[src/rtl/bp_resolve_update.sv]
// gshare predictor state owner: serves the BP-stage PHT lookup, trains the 2-bit
// counters from resolved branches, keeps the speculative GHR and raises redirects.
module bp_resolve_update #(
   parameter int GHR_WIDTH  = 10,
   parameter int ADDR_WIDTH = 32
) (
   input  logic                  clk,
   input  logic                  rst,
   input  logic                  lookup_valid,
   input  logic                  lookup_is_branch,
   input  logic [ADDR_WIDTH-1:0] lookup_pc,
   output logic                  lookup_taken,
   output logic [GHR_WIDTH-1:0]  lookup_pht_index,
   input  logic                  resolve_valid,
   input  logic                  resolve_is_branch,
   input  logic                  resolve_predicted_taken,
   input  logic                  resolve_actual_taken,
   input  logic [GHR_WIDTH-1:0]  resolve_pht_index,
   input  logic [ADDR_WIDTH-1:0] resolve_pc,
   input  logic [ADDR_WIDTH-1:0] resolve_predicted_pc,
   input  logic [ADDR_WIDTH-1:0] resolve_target_pc,
   output logic                  mispredict,
   output logic [ADDR_WIDTH-1:0] redirect_pc,
   output logic                  init_busy
);

   localparam int DEPTH = 1 << GHR_WIDTH;

   typedef enum logic {INIT, RUN} state_t;

   state_t               state;
   logic [1:0]           pht [DEPTH];
   logic [GHR_WIDTH-1:0] ghr;
   logic [GHR_WIDTH-1:0] init_ptr;
   logic [GHR_WIDTH-1:0] rec_ghr;
   logic [1:0]           cur_ctr;
   logic [1:0]           next_ctr;
   logic                 in_run;
   logic                 do_resolve;
   logic                 do_train;
   logic                 is_mispredict;
   logic                 unused_ok;

   assign in_run           = (state == RUN);
   assign init_busy        = ~in_run;
   assign lookup_pht_index = ghr ^ lookup_pc[GHR_WIDTH+1:2];
   assign lookup_taken     = in_run & pht[lookup_pht_index][1];

   assign do_resolve    = in_run & resolve_valid;
   assign do_train      = do_resolve & resolve_is_branch;
   assign is_mispredict = do_resolve & (resolve_predicted_pc != resolve_target_pc);
   // The returned index was formed as ghr ^ pc, so XOR with the pc again recovers
   // the history that was live when the branch was predicted.
   assign rec_ghr       = resolve_pht_index ^ resolve_pc[GHR_WIDTH+1:2];
   assign cur_ctr       = pht[resolve_pht_index];

   assign unused_ok = ^{resolve_predicted_taken, lookup_pc[1:0], resolve_pc[1:0],
                        lookup_pc[ADDR_WIDTH-1:GHR_WIDTH+2], resolve_pc[ADDR_WIDTH-1:GHR_WIDTH+2]};

   always_comb begin
      next_ctr = cur_ctr;
      if (resolve_actual_taken) begin
         if (cur_ctr != 2'b11) next_ctr = cur_ctr + 2'b01;
      end else begin
         if (cur_ctr != 2'b00) next_ctr = cur_ctr - 2'b01;
      end
   end

   // Counter array has no reset; the INIT sweep is what clears it.
   always_ff @(posedge clk) begin
      if (!rst) begin
         if (!in_run) begin
            pht[init_ptr] <= 2'b01;
         end else if (do_train) begin
            pht[resolve_pht_index] <= next_ctr;
         end
      end
   end

   always_ff @(posedge clk) begin
      if (rst) begin
         state       <= INIT;
         init_ptr    <= '0;
         ghr         <= '0;
         mispredict  <= 1'b0;
         redirect_pc <= '0;
      end else begin
         mispredict <= is_mispredict;
         if (is_mispredict) redirect_pc <= resolve_target_pc;
         case (state)
            INIT: begin
               init_ptr <= init_ptr + GHR_WIDTH'(1);
               if (init_ptr == '1) state <= RUN;
            end
            RUN: begin
               // Recovery wins over a same-cycle speculative shift.
               if (is_mispredict) begin
                  ghr <= resolve_is_branch ? {rec_ghr[GHR_WIDTH-2:0], resolve_actual_taken}
                                           : rec_ghr;
               end else if (lookup_valid && lookup_is_branch) begin
                  ghr <= {ghr[GHR_WIDTH-2:0], lookup_taken};
               end
            end
            default: state <= INIT;
         endcase
      end
   end

endmodule

[config.mk]
export PLATFORM = sky130hd
export DESIGN_NAME = bp_resolve_update
export DESIGN_NICKNAME = d
export VERILOG_FILES = /design/src/rtl/bp_resolve_update.sv
export SDC_FILE = /design/constraint.sdc
export NUM_CORES = 2
export LEC_CHECK = 0
export ABC_CLOCK_PERIOD_IN_PS = 43900
export BUFFER_PORTS_ARGS = -buffer_cell sky130_fd_sc_hd__buf_4
export CAP_MARGIN = 20
export CORE_MARGIN = 8
export CORE_UTILIZATION = 34
export DETAILED_ROUTE_END_ITERATION = 12
export PLACE_DENSITY_LB_ADDON = 0.15
export SKIP_LAST_GASP = 1
export SYNTH_ARGS = -nofsm -noshare
export SYNTH_HDL_FRONTEND = slang
export SYNTH_SLANG_ARGS = --single-unit
export TNS_END_PERCENT = 20
[constraint.sdc]
create_clock -name clk -period 43.9 [get_ports clk]
set_clock_uncertainty 0.05 [all_clocks]
set_input_delay 2.195 -clock clk [delete_from_list [all_inputs] [get_ports clk]]
set_output_delay 2.195 -clock clk [all_outputs]
set_load 0.1 [all_outputs]
# Yosys cells after proc, flatten, opt, wreduce, memory -nomap -nowiden
# Memory sizes are Yosys's and may differ from the RTL's.
# Index checks and enable logic that the tools add are counted.
[op_classes] addsub=3 reduce_logical=5 mux=18 n_eq_ne=3 bitwise=7
[ops] operator="10-bit two-way mux" n=4
[ops] operator="32-bit != test" n=1
[ops] operator="10-bit bitwise XOR" n=2
[ops] operator="10-bit by 1-bit adder with 10-bit output, second input constant" n=1
[ops] operator="10-bit equality test, second input constant" n=1
[ops] operator="1-bit two-way mux" n=10
[ops] operator="2-bit two-way mux" n=4
[ops] operator="1-bit AND" n=4
[ops] operator="2-bit nonzero test" n=2
[ops] operator="2-bit by 1-bit adder with 2-bit output, second input constant" n=1
[ops] operator="2-bit != test, second input constant" n=1
[ops] operator="2-bit AND reduction" n=1
[ops] operator="2-bit OR reduction" n=1
[ops] operator="2-bit by 1-bit subtractor with 2-bit output, second input constant" n=1
[ops] operator="1-bit logical AND" n=1
[ops] operator="1-bit inverter" n=1
[totals] elab_cells=42 input_bits=146 output_inout_bits=45 reg_bits=54 ramBits=2048 n_memories=1
[memory_table] name="pht" depth=1024 width=2 rd=2 rd_ports_with_merged_regs=0 write_ports=1 line="32" rtl="logic [1:0] pht [DEPTH];"

# Logic depth before layout (Yosys ltp)
[logic_depth] ltp_word=8 ltp_mapped=17 depth_no_buf=11

# Worst setup path before layout
# No wires, ideal clock.
[synth_timing] kind="input to register" startpoint="in resolve_pht_index[1]" endpoint="mem pht[0][0] (data pin)" setup_ns=5.698 slack_ns=6.381 cell_stages=13 path_buffers=3 t_required_ns=38.152 arrival_time_ns=31.771 path_cell_list="buf_2 clkbuf_1 buf_2 mux4_2 mux4_2 nand2_1 o31ai_1 o31ai_1 o311ai_1 o311ai_2 o31a_2 nor4_1 a21oi_1"
[synth_between] elab_chain_len=5 word_cells_on_any_way=9 cone_classes="add/sub (2); eq/ne (1); mux (4); reduce/logical (1); memory (1)"
[synth_lines] item="start, declared" line="18" rtl="input logic [GHR_WIDTH-1:0] resolve_pht_index,"
[synth_lines] item="memory 1024 x 2 bit (*)"
[synth_lines] item="2-bit by 1-bit subtractor with 2-bit output (tied with other cells)" line="65" rtl="if (cur_ctr != 2'b00) next_ctr = cur_ctr - 2'b01;"
[synth_lines] item="2-bit two-way mux, on equally long branches" line="65, 63"
[synth_lines] item="2-bit two-way mux (*)" line="62" rtl="if (resolve_actual_taken) begin"
[synth_lines] item="2-bit two-way mux (no line) (*)"
[synth_lines] item="end, declared" line="32"
# Mark *: on every way between the ends. The rest lies on a longest branch, timed or not.

# Final worst setup path
[layout_timing] startpoint="in lookup_pc[2]" endpoint="out lookup_taken"
[layout_between] elab_chain_len=3
[layout_lines] item="start, declared" line="11" rtl="input logic [ADDR_WIDTH-1:0] lookup_pc,"
[layout_lines] item="10-bit bitwise XOR" line="46" rtl="assign lookup_pht_index = ghr ^ lookup_pc[GHR_WIDTH+1:2];"
[layout_lines] item="memory 1024 x 2 bit"
[layout_lines] item="1-bit AND" line="47" rtl="assign lookup_taken = in_run & pht[lookup_pht_index][1];"
[layout_lines] item="end, declared" line="12" rtl="output logic lookup_taken,"
# Every way passes these cells.

==> impl_metrics.toml <==
[worst_hold_path]
worstHoldPathCells = 2
holdCritStartpoint = "redirect_pc[1]$_SDFFE_PP0N_"
holdPathEnd = "redirect_pc[1]$_SDFFE_PP0N_"
hp-class = "reg2reg"

[setup_path]
critPathRequiredTime_ns = 41.65
reg2reg_slack_ns = 37.10
cpMostUsedCell = "buf_4"
critPathKind = "in2out"
end_kind = "output port"
cp_max_fo = 76
critical-path-slowest-cell = "a41oi_1"
crit_buf_inv = 7
critPathLaunchType = "primary input"
r2r_cells = 15
r2r-start = "ghr[0]$_SDFFE_PP0P_"
cp_top_family = "buffers and inverters"
crit_chain = "buf_4 -> xnor2_4 -> buf_4 -> inv_8 -> buf_12 -> buf_4 -> buf_4 -> mux4_2 -> and3_1 -> a21oi_1 -> nand3_1 -> a211o_1 -> a41oi_1 -> o22ai_1 -> o21ai_0 -> nor2_1 -> buf_4"
crit_arrival_ns = 8.62
critPathMaxStageDelay_ns = 0.80
rr_endpoint = "ghr[0]$_SDFFE_PP0P_"

[clock_network]
tritoncts = "built"
cts_made_buffers = 234
hold_buffers = 0
cts_resized = 0
cts_setup_buffers = 0
cts-root-buf = "clkbuf_16"
clockBufferDepth = 4
clock_sink_count = 2102
worst_skew_pair.late_latency_ns = 0.93
clkTransAtPathRegs_ns = 0.06
htree_num_levels = 4

[floorplanning]
die_area_um2 = 298700
die_x_um = 546.5
num_io_pins = 191
start_util = 0.3422
die_y_um = 546.5
row_count = 194
coreArea_um2 = 279600

[sta]
min_period_ns = 10.87
fmax_ghz = 0.09204
slew_headroom = -0.1092
hold_violations = 0
finalCritPeriodShare = 0.2475
slew_viol_final = 112
rsz0062_at_grt = "false"
finalSetupTns_ns = 0
tightest_slew_ns = 1.664
setup_viol = 0

[detailed_routing]
firstDrtPassIters = 6
vias = 59600
postRouteAntennaNets = 0
wl_per_cell_um = 33.97
wl_mm = 343.2
route.detailed.drc = 0
drtIter0Drc = 7279
vias_per_cell = 5.900

[pwr]
p_switching_mw = 0.9878
swShare = 0.2269
ir_worst_vdd_mv = 0.03055
clkPwrFrac = 0.449
finalPower_mw = 4.354
p_int_mw = 3.366
power.leakage_nw = 38.47
powerDensity_nw_per_um2 = 40.17
pwr-share-comb = 0.053
pwr-share-seq = 0.498

[place]
hpwl_mm = 200.4
io_buffers = 145
dp.cells = 9670
gp_congestion = 0.8220

[synth]
synth_nets = 6281
syn_area_um2 = 95700
synth.distinct_cells = 77
async_reset_ff_frac = 0
yosysSeqAreaShare = 0.6539
ys.flop_type = "edfxtp_1"
postSynthAreaPerCell_um2 = 15.60
ys_warn_count = 0
ys_ff_latch = 2102
synth_edf_count = 2048
syn_inst = 6134

[global_routing]
grt_overflow = 0
grt_first_pass_wirelength_mm = 474.9
grt_pass1_vias = 59100
antenna_found_initial = 28
grt_max_degree = 256
grt_use_total = 0.2215

[outcome]
status = "finished, violations left"
violations = "slew limit"

[finish]
layout.nets = 6331
drive_above_1_share = 0.2136
fin_cells = 10100
area_growth_pct = 13.27

[run]
maxCapViolCount = 0
[synth_stat cells (5+ instances only)]
| cell type | instances | area [um2] |
|---|---|---|
| a2111oi_0 | 6 | 52.55 |
| a211o_1 | 6 | 52.55 |
| a211oi_1 | 23 | 172.7 |
| a21o_1 | 5 | 37.54 |
| a21oi_1 | 142 | 710.7 |
| a221oi_1 | 8 | 70.07 |
| a22oi_1 | 17 | 127.6 |
| a311oi_1 | 13 | 113.9 |
| a31o_2 | 6 | 52.55 |
| a31oi_1 | 25 | 156.4 |
| a32oi_1 | 15 | 131.4 |
| a41oi_1 | 6 | 52.55 |
| and2_1 | 11 | 68.82 |
| and3_1 | 7 | 43.79 |
| buf_1 | 31 | 116.4 |
| buf_2 | 67 | 335.3 |
| buf_4 | 54 | 405.4 |
| buf_6 | 58 | 653.1 |
| buf_8 | 8 | 120.1 |
| clkbuf_1 | 304 | 1141 |
| dfxtp_1 | 54 | 1081 |
| edfxtp_1 | 2048 | 61500 |
| inv_1 | 18 | 67.56 |
| mux2_2 | 12 | 135.1 |
| mux2i_1 | 468 | 4684 |
| mux4_2 | 593 | 13360 |
| nand2_1 | 285 | 1070 |
| nand2b_1 | 5 | 31.28 |
| nand3_1 | 58 | 290.3 |
| nand4_1 | 26 | 162.7 |
| nor2_1 | 1162 | 4362 |
| nor2b_1 | 6 | 37.54 |
| nor3_1 | 71 | 355.3 |
| nor4_1 | 13 | 81.33 |
| o211ai_1 | 22 | 165.2 |
| o21ai_0 | 95 | 475.5 |
| o21bai_1 | 5 | 37.54 |
| o221ai_1 | 153 | 1340 |
| o22ai_1 | 77 | 481.7 |
| o31ai_1 | 21 | 157.7 |
| o32ai_1 | 13 | 113.9 |
| xnor2_1 | 45 | 394.1 |
| xor2_1 | 14 | 122.6 |
[per-stage QoR]
step	setup WS, ns	hold WS, ns	instance area (um2)	utilization
floorplan	6.381	0.4343	95700	-
finish	33.04	0.4425	108400	0.3877
global placement	32.82	0.4289	100600	0.3597
CTS	32.90	0.4511	108300	0.3875
detailed placement	32.90	0.4363	100900	0.3607
global route	32.75	0.4729	108400	0.3876
[cell usage in the layout (no fill, tap or decap), types with 58 or more instances in the layout]
master | Yosys | final
o22ai_1 | 77 | 77
mux2i_1 | 468 | 468
edfxtp_1 | 2048 | 2048
buf_4 | 54 | 317
nor2_1 | 1162 | 1157
mux4_2 | 593 | 593
nand3_1 | 58 | 58
o221ai_1 | 153 | 153
o21ai_0 | 95 | 95
nand2_1 | 285 | 251
clkbuf_16 | 0 | 238
nor3_1 | 71 | 68
a21oi_1 | 142 | 139
[worst max path at each step]
| stage | startpoint | to | cells after the start |
|---|---|---|---|
| 6_report | lookup_pc[2] | lookup_taken | 17 |
| 5_1_grt | lookup_pc[2] | lookup_taken | 17 |
| 4_1_cts | lookup_pc[2] | lookup_taken | 17 |
| 2_1_floorplan | resolve_pht_index[1] | pht[0][0]$_DFFE_PP_ | 13 |
| 3_3_place_gp | lookup_pc[2] | lookup_taken | 17 |
| 3_5_place_dp | lookup_pc[2] | lookup_taken | 17 |
[power by group through the flow]
| stage | Combinational [mW] | Sequential (mW) | Clock [mW] |
|---|---|---|---|
| 4_1_cts | 0.229 | 2.17 | 1.99 |
| 2_1_floorplan | 0.133 | 2.21 | 0 |
| 6_report | 0.230 | 2.17 | 1.96 |
| 3_5_place_dp | 0.228 | 2.21 | 0 |
| 5_1_grt | 0.237 | 2.17 | 2.05 |
| 3_3_place_gp | 0.229 | 2.21 | 0 |
[cell families (layout without fill, tap and decap cells)]
kind of cell	after synthesis	in the layout	synth area share
adder cells (fa/ha/maj)	1	1	0.0001307
AO/OA/AOI/OAI	685	685	0.04974
multiplexers	1077	1077	0.1910
AND/OR/NAND/NOR	1661	1661	0.06928
XOR/XNOR	60	60	0.005570
flip-flops	2102	2102	0.6539
buffers and inverters	548	786	0.03033
other	0	7	0
[layer usage]
metal  global-route usage  part of all wire  routed length [um]
met1               0.3145              0.43              146000
met2               0.3566              0.47              160000
met3              0.03151             0.078               26620
met4              0.06295             0.031               10570
met5                    0           0.00010                  35
[registers in the layout, summed over array words and instances (netlist names)]
| name | flops |
|---|---|
| pht | 2048 |
| redirect_pc | 32 |
| ghr | 10 |
| init_ptr | 10 |
| in_run | 1 |
| mispredict | 1 |
[worst min-delay path: cells and delay by family, from the launching register on]
kind	cells	cell delay [ns]
and+or+nand+nor	1	0.07
muxes	1	0.06
DFF	1	0.32
[final cells by class]
| cell class | count | area (um2) |
|---|---|---|
| fill | 25990 | 171200 |
| sequential | 2102 | 62580 |
| multi-input combinational | 3484 | 30650 |
| clock buffer | 278 | 6106 |
| tap | 3724 | 4659 |
| timing repair buffer | 340 | 2884 |
| clock inverter | 146 | 1389 |
| inverter | 22 | 117.6 |
| antenna | 7 | 17.52 |
(Power assumes the default switching activity.)
